$ cat src/rtl/axis_frame_tx_if.sv
// Descriptor and AXI-stream signal bundle for axis_frame_tx.
// The master modport is the transmitter's view; slave is the source/sink side.
`timescale 1ns/1ps
interface axis_frame_tx_if #(
  parameter int DATA_WIDTH = 8,
  parameter int LEN_WIDTH  = 12
);
  logic [LEN_WIDTH-1:0]  desc_len;
  logic [DATA_WIDTH-1:0] desc_start;
  logic                  desc_user;
  logic                  desc_valid;
  logic                  desc_ready;

  logic [DATA_WIDTH-1:0] output_axis_tdata;
  logic                  output_axis_tvalid;
  logic                  output_axis_tready;
  logic                  output_axis_tlast;
  logic                  output_axis_tuser;

  modport master (
    input  desc_len,
    input  desc_start,
    input  desc_user,
    input  desc_valid,
    output desc_ready,
    output output_axis_tdata,
    output output_axis_tvalid,
    input  output_axis_tready,
    output output_axis_tlast,
    output output_axis_tuser
  );

  modport slave (
    output desc_len,
    output desc_start,
    output desc_user,
    output desc_valid,
    input  desc_ready,
    input  output_axis_tdata,
    input  output_axis_tvalid,
    output output_axis_tready,
    input  output_axis_tlast,
    input  output_axis_tuser
  );
endinterface

$ cat src/rtl/axis_frame_tx.sv
// AXI-stream frame transmitter: one descriptor in, one incrementing-byte frame out.
// Define AXIS_FRAME_TX_GAP_EN to insert GAP_CYCLES idle cycles after every frame.
`timescale 1ns/1ps
module axis_frame_tx #(
  parameter int DATA_WIDTH = 8,
  parameter int LEN_WIDTH  = 12,
  parameter int GAP_CYCLES = 4
) (
  input  logic              clk,
  input  logic              async_rst_n,
  axis_frame_tx_if.master   axis,
  output logic              busy,
  output logic [15:0]       frames_sent
);

  if (GAP_CYCLES < 1) begin : g_bad_gap
    $error("GAP_CYCLES must be at least 1");
  end

`ifdef AXIS_FRAME_TX_GAP_EN
  typedef enum logic [1:0] {
    S_IDLE = 2'd0,
    S_SEND = 2'd1,
    S_GAP  = 2'd2
  } state_t;

  localparam int GAP_W = (GAP_CYCLES > 1) ? $clog2(GAP_CYCLES) : 1;
  logic [GAP_W-1:0] gap_q, gap_d;
`else
  typedef enum logic [0:0] {
    S_IDLE = 1'b0,
    S_SEND = 1'b1
  } state_t;
`endif

  state_t                state_q, state_d;
  logic [LEN_WIDTH-1:0]  len_q, len_d;
  logic [LEN_WIDTH-1:0]  beat_q, beat_d;
  logic                  user_q, user_d;
  logic [DATA_WIDTH-1:0] tdata_q, tdata_d;
  logic                  tlast_q, tlast_d;
  logic                  tuser_q, tuser_d;
  logic [15:0]           frames_q, frames_d;

  logic                  desc_ready_c;
  logic                  load_c;
  logic                  xfer_c;
  logic [LEN_WIDTH-1:0]  beat_inc_c;

  // tvalid is exactly "in SEND", so it can never drop before the handshake.
  assign xfer_c     = (state_q == S_SEND) && axis.output_axis_tready;
  assign beat_inc_c = beat_q + 1'b1;

  always_comb begin
    state_d      = state_q;
    len_d        = len_q;
    beat_d       = beat_q;
    user_d       = user_q;
    tdata_d      = tdata_q;
    tlast_d      = tlast_q;
    tuser_d      = tuser_q;
    frames_d     = frames_q;
`ifdef AXIS_FRAME_TX_GAP_EN
    gap_d        = gap_q;
`endif
    desc_ready_c = 1'b0;
    load_c       = 1'b0;

    unique case (state_q)
      S_IDLE: begin
        desc_ready_c = 1'b1;
        load_c       = axis.desc_valid;
      end
      S_SEND: begin
        if (xfer_c) begin
          if (!tlast_q) begin
            beat_d  = beat_inc_c;
            tdata_d = tdata_q + 1'b1;
            tlast_d = (beat_inc_c == len_q);
            tuser_d = user_q & (beat_inc_c == len_q);
          end else begin
            frames_d = frames_q + 16'd1;
`ifdef AXIS_FRAME_TX_GAP_EN
            state_d  = S_GAP;
            gap_d    = GAP_W'(GAP_CYCLES - 1);
            tlast_d  = 1'b0;
            tuser_d  = 1'b0;
`else
            // Accepting here lets the next frame follow with no bubble.
            desc_ready_c = 1'b1;
            if (axis.desc_valid) begin
              load_c = 1'b1;
            end else begin
              state_d = S_IDLE;
              tlast_d = 1'b0;
              tuser_d = 1'b0;
            end
`endif
          end
        end
      end
`ifdef AXIS_FRAME_TX_GAP_EN
      S_GAP: begin
        if (gap_q == '0) begin
          state_d = S_IDLE;
        end else begin
          gap_d = gap_q - 1'b1;
        end
      end
`endif
      default: state_d = S_IDLE;
    endcase

    if (load_c) begin
      state_d = S_SEND;
      len_d   = axis.desc_len;
      user_d  = axis.desc_user;
      beat_d  = '0;
      tdata_d = axis.desc_start;
      tlast_d = (axis.desc_len == '0);
      tuser_d = axis.desc_user & (axis.desc_len == '0);
    end
  end

  always_ff @(posedge clk or negedge async_rst_n) begin
    if (!async_rst_n) begin
      state_q  <= S_IDLE;
      len_q    <= '0;
      beat_q   <= '0;
      user_q   <= 1'b0;
      tdata_q  <= '0;
      tlast_q  <= 1'b0;
      tuser_q  <= 1'b0;
      frames_q <= '0;
`ifdef AXIS_FRAME_TX_GAP_EN
      gap_q    <= '0;
`endif
    end else begin
      state_q  <= state_d;
      len_q    <= len_d;
      beat_q   <= beat_d;
      user_q   <= user_d;
      tdata_q  <= tdata_d;
      tlast_q  <= tlast_d;
      tuser_q  <= tuser_d;
      frames_q <= frames_d;
`ifdef AXIS_FRAME_TX_GAP_EN
      gap_q    <= gap_d;
`endif
    end
  end

  assign axis.desc_ready         = desc_ready_c;
  assign axis.output_axis_tvalid = (state_q == S_SEND);
  assign axis.output_axis_tdata  = tdata_q;
  assign axis.output_axis_tlast  = tlast_q;
  assign axis.output_axis_tuser  = tuser_q;
  assign busy                    = (state_q != S_IDLE);
  assign frames_sent             = frames_q;

endmodule

$ cat src/flat_wrapper.sv
// flat-port wrapper written by rule: the top's interface ports become plain ports
module axis_frame_tx_flat 
#(
  parameter int DATA_WIDTH = 8,
  parameter int LEN_WIDTH  = 12,
  parameter int GAP_CYCLES = 4
)
  (clk, async_rst_n, busy, frames_sent, axis_desc_len, axis_desc_start, axis_desc_user, axis_desc_valid, axis_desc_ready, axis_output_axis_tdata, axis_output_axis_tvalid, axis_output_axis_tready, axis_output_axis_tlast, axis_output_axis_tuser);
  axis_frame_tx_if #(.DATA_WIDTH(DATA_WIDTH), .LEN_WIDTH(LEN_WIDTH)) axis_i ();
  input  logic clk;
  input  logic async_rst_n;
  output logic busy;
  output logic [15:0] frames_sent;
  input wire logic [$bits(axis_i.desc_len)-1:0] axis_desc_len;
  input wire logic [$bits(axis_i.desc_start)-1:0] axis_desc_start;
  input wire logic [$bits(axis_i.desc_user)-1:0] axis_desc_user;
  input wire logic [$bits(axis_i.desc_valid)-1:0] axis_desc_valid;
  output wire logic [$bits(axis_i.desc_ready)-1:0] axis_desc_ready;
  output wire logic [$bits(axis_i.output_axis_tdata)-1:0] axis_output_axis_tdata;
  output wire logic [$bits(axis_i.output_axis_tvalid)-1:0] axis_output_axis_tvalid;
  input wire logic [$bits(axis_i.output_axis_tready)-1:0] axis_output_axis_tready;
  output wire logic [$bits(axis_i.output_axis_tlast)-1:0] axis_output_axis_tlast;
  output wire logic [$bits(axis_i.output_axis_tuser)-1:0] axis_output_axis_tuser;
  assign axis_i.desc_len = axis_desc_len;
  assign axis_i.desc_start = axis_desc_start;
  assign axis_i.desc_user = axis_desc_user;
  assign axis_i.desc_valid = axis_desc_valid;
  assign axis_desc_ready = axis_i.desc_ready;
  assign axis_output_axis_tdata = axis_i.output_axis_tdata;
  assign axis_output_axis_tvalid = axis_i.output_axis_tvalid;
  assign axis_i.output_axis_tready = axis_output_axis_tready;
  assign axis_output_axis_tlast = axis_i.output_axis_tlast;
  assign axis_output_axis_tuser = axis_i.output_axis_tuser;
  axis_frame_tx #(.DATA_WIDTH(DATA_WIDTH), .LEN_WIDTH(LEN_WIDTH), .GAP_CYCLES(GAP_CYCLES)) u_core (.clk(clk), .async_rst_n(async_rst_n), .axis(axis_i), .busy(busy), .frames_sent(frames_sent));
endmodule
$ cat config.mk
export PLATFORM = sky130hd
export DESIGN_NAME = axis_frame_tx_flat
export DESIGN_NICKNAME = d
export VERILOG_FILES = /design/src/rtl/axis_frame_tx_if.sv /design/src/rtl/axis_frame_tx.sv /design/src/flat_wrapper.sv
export SDC_FILE = /design/constraint.sdc
export NUM_CORES = 1
export LEC_CHECK = 0
export BUFFER_PORTS_ARGS = -buffer_cell sky130_fd_sc_hd__buf_2
export CORE_MARGIN = 1.5
export CORE_UTILIZATION = 40
export CTS_BUF_LIST = sky130_fd_sc_hd__clkbuf_2
export CTS_CLUSTER_DIAMETER = 200
export DETAILED_ROUTE_END_ITERATION = 10
export PLACE_DENSITY_LB_ADDON = 0.25
export SYNTH_ARGS = -nofsm -noshare
export SYNTH_HDL_FRONTEND = slang
export SYNTH_SLANG_ARGS = --single-unit
$ cat constraint.sdc
create_clock -name clk -period 2.1 [get_ports clk]
set_input_delay 0.42 -clock clk [delete_from_list [all_inputs] [get_ports clk]]
set_output_delay 0.42 -clock clk [all_outputs]
set_load 0.1 [all_outputs]
==> results by group <==
Status
  • Outcome: finished, final reports clean

Route
  • DR pass1 iterations: 4
  • Routed len/inst: 14.0 µm
  • Drt initial violations: 160
  • Antenna Nets Post-Route: 0
  • Vias: 2346
  • Detailed Route WL: approximately 6300 µm
  • Residual DRC: 0
  • Vias per cell: 5.17

STA
  • Slew of the pin with the lowest slew margin: 486 ps
  • Clock Skew: around 32 ps
  • Final Slew Violations: 0
  • Total Negative Setup Slacks: 0 ps
  • Final worst setup slack: approximately 150 ps
  • RSZ-0062 raised after global routing: no
  • Setup-failing EPs final: 0
  • Crit share post-route: 92.8%
  • Final Hold Vio Count: 0
  • Peak Freq: 513 MHz
  • Worst rel slew slack: 67.8%
  • Min cycle time layout: 1950 ps

Clock tree
  • Clock Path Buffers: 2
  • Later-pin clock latency in the skew report: 450 ps
  • Post-CTS Setup Repair Bufs: 0
  • Root buffer cell: clkbuf_2
  • CTS clk-pin slew, worst paths: roughly 300 ps
  • H-tree depth: 2
  • CTS tree: built
  • CTS buffer count: 5
  • Clock sinks: 52

Placed design
  • Count of buffers from port buffering: 53
  • Worst Setup Slack post-DPL: 152 ps
  • Detail Placement HPWL: 4740 µm
  • Post-Place Cell Area: 0.00320 mm²
  • Routability cong.: 0.775

Setup path
  • Crit path capture type: register
  • Worst Setup SP: u_core.beat_q[5]$_DFFE_PN0P_
  • Setup Crit Path Kind: register to register
  • Crit start category: register
  • Reg2reg path depth: 6
  • Worst-path cell chain: and4_2, nand4_1, xnor2_1, a31o_1, a2111oi_4, a31o_1
  • Worst flop-to-flop path startpoint: u_core.beat_q[5]$_DFFE_PN0P_
  • Critical path's slowest cell: dfrtp_1
  • Crit path top cell by count: a31o_1
  • Worst R2R Setup Slack: 150 ps
  • Required time worst endpoint: 2530 ps
  • R2r endpoint: u_core.axis.output_axis_tlast$_DFFE_PN0P_
  • Arrival @ worst endpoint: 2380 ps
  • Largest stage delay, worst path: 480 ps
  • Crit-path max FO: 7

Worst hold path
  • Min-Delay Endpoint: u_core.len_q[0]$_DFFE_PN0P_
  • Hold depth: 3
  • Hold Path Class: primary input to register
  • Worst Min Path Start: axis_desc_len[0]

Final layout
  • Fill cells: 671
  • Final net count: between 300 and 400
  • N_diodes: 0
  • Finished Cell Area: about 0.0033 mm²
  • Final core occ: 48.0%
  • Synth-to-Final Area Change: 16.6%
  • Share of post-route cells with drive strength above 1: between 20% and 30%

Floorplanning
  • Starting density of the core: 41.2%
  • Die area: ~0.0075 mm²
  • Die Ht: 86.7 µm
  • IO Pins: 54
  • Floorplan row count: 30
  • Die width: 86.7 µm
  • CORE AREA: around 0.0068 mm²

Logic synthesis
  • EDFF count, synth: 0
  • Top_reg_cell synth: dfrtp_1
  • Compound-Gate Fraction of Synth Area: 14.4%
  • Area share of fa/ha/maj cells after synthesis: approximately 1.8%
  • Simple-Gate Fraction of Synth Area: between 20% and 30%
  • Flops & latches, synth: 52
  • Post-Syn Area per Cell: roughly 9.3 µm²
  • Yosys warns: 0
  • Mux share of post-synthesis cell area: 1.52%
  • Post-Synth XOR/XNOR Area: 10.0%
  • Mapped Area: 0.00280 mm²
  • Syn_nets: 329
  • Largest family of logic cells by synthesized area: simple AND/OR/NAND/NOR gates
  • Distinct cells, synth: 51
  • Cells after synthesis: 300
  • Share of the yosys chip area belonging to registers: 46.5%
  • Async set-reset flop share out of synthesis: 100%

Global routing
  • All-Layer GR Usage: 17.8%
  • Initial antenna violation count: 0
  • First-pass GRT wire length: 10600 µm
  • Largest net degree at the start of global routing: 30
  • Grt ovf: 0
  • Vias in the first global route: around 2200

Pwr
  • VDD IR max: 0.621 mV
  • Power Dens Cells: 1120 mW/mm²
  • Leakage power: 1.55 nW
  • Post-route total power: around 3.7 mW

Job
  • Number of max-cap violations: 0
==> area by class of cell <==
class | count | area (µm²) | share of cell area [%]
Clock inverter | 3 | 25.0 | 0.767
Inverter | 5 | 18.8 | 0.575
Clock buffer | 5 | 25.0 | 0.767
Multi-Input combinational cell | 226 | 1390 | 42.5
Tap cell | 96 | 120 | 3.68
Timing Repair Buffer | 67 | 375 | 11.5
Sequential cell | 52 | 1310 | 40.2
==> per-stage QoR <==
step	hold WS (ps)	instances
final	136	454
after global routing	101	454
after CTS	113	454
after detailed placement	445	445
after global placement	444	445
after floorplan	124	300
==> logic make-up (layout without fill, tap and decap cells) <==
kind of cell,after synthesis,count (layout)
AO/OA/AOI/OAI,62,62
XOR/XNOR,32,32
adder cells (fa/ha/maj),4,4
multiplexers,4,4
flip-flops,52,52
AND/OR/NAND/NOR,124,124
buffers and inverters,22,80
==> worst max-delay path, delay by kind of cell, from the launching register on <==
family	cells	cell delay [ps]
compound gates	3	720
simple gates	2	520
flops	1	480
xor+xnor	1	190
==> cell usage after synthesis (3+ instances only) <==
library cell,count,area (µm²)
nand2_1,60,225
dfrtp_1,52,1300
o21ai_0,23,115
xnor2_1,22,193
nand3_1,13,65.1
nor2_1,12,45.0
a21oi_1,11,55.1
xor2_1,10,87.6
and3_1,9,56.3
clkbuf_1,9,33.8
nand4_1,6,37.5
o31ai_1,6,45.0
inv_1,5,18.8
nor4_1,5,31.3
ha_1,4,50.1
a21o_1,3,22.5
a31o_1,3,26.3
a31oi_1,3,18.8
and4_1,3,26.3
buf_2,3,15.0
nor3_1,3,15.0
==> power breakdown <==
group	internal (mW)	total (mW)	switching [mW]
sequential	1.27	1.56	0.285
combinational	0.499	1.66	1.16
clock	0.0913	0.441	0.350
total	1.86	3.66	1.80
==> sequential cells by signal, indices dropped and copies added, names as in the netlist <==
register,cells
u_core.axis.output_axis_tlast,1
u_core.axis.output_axis_tdata,8
u_core.len_q,12
u_core.axis.output_axis_tvalid,1
u_core.user_q,1
u_core.axis.output_axis_tuser,1
u_core.beat_q,12
u_core.frames_sent,16
==> placed cells by master, fill, tap and decap left out, drive strengths merged, types with 2 or more instances in the layout <==
cell | Yosys | layout
nor3 | 3 | 3
nand4 | 6 | 6
a21o | 3 | 3
o21ai | 24 | 24
a31oi | 3 | 3
o31ai | 6 | 6
and4 | 4 | 4
mux2i | 2 | 2
xnor2 | 22 | 22
mux2 | 2 | 2
buf | 8 | 65
o22ai | 2 | 2
nor2 | 12 | 12
ha | 4 | 4
dfrtp | 52 | 52
a21oi | 11 | 11
clkbuf | 9 | 6
inv | 5 | 7
and3 | 10 | 10
a211oi | 2 | 2
or3 | 2 | 2
xor2 | 10 | 10
a31o | 3 | 3
nor4 | 5 | 5
nand2 | 61 | 61
nand3 | 13 | 13
==> timing repair <==
action / CTS / global route
hold buffers: 1 / 0
setup endpoints to repair: 0 / 3
gates resized for setup: 0 / 3
hold endpoints to repair: 52 / 0
==> routing by layer <==
layer,vias to the layer above,global-route usage [%],part of all wire (%),routed length (µm)
met1,1137,24.6,48,3050
met4,0,3.96,0.92,58
li1,1161,-,-,-
met3,6,2.95,3.1,195
met2,42,29.5,48,3030
met5,-,0,0,0
==> how the worst max path moves through the flow <==
stage | to | slack, ps
after floorplan | u_core.frames_sent[13]$_DFFE_PN0P_ | 30
final | u_core.axis.output_axis_tlast$_DFFE_PN0P_ | 150
after global placement | u_core.axis.output_axis_tlast$_DFFE_PN0P_ | 220
after global routing | u_core.axis.output_axis_tuser$_DFFE_PN0P_ | 5
after detailed placement | u_core.axis.output_axis_tlast$_DFFE_PN0P_ | 150
after CTS | axis_desc_ready | 50
(Power assumes the default switching activity.)
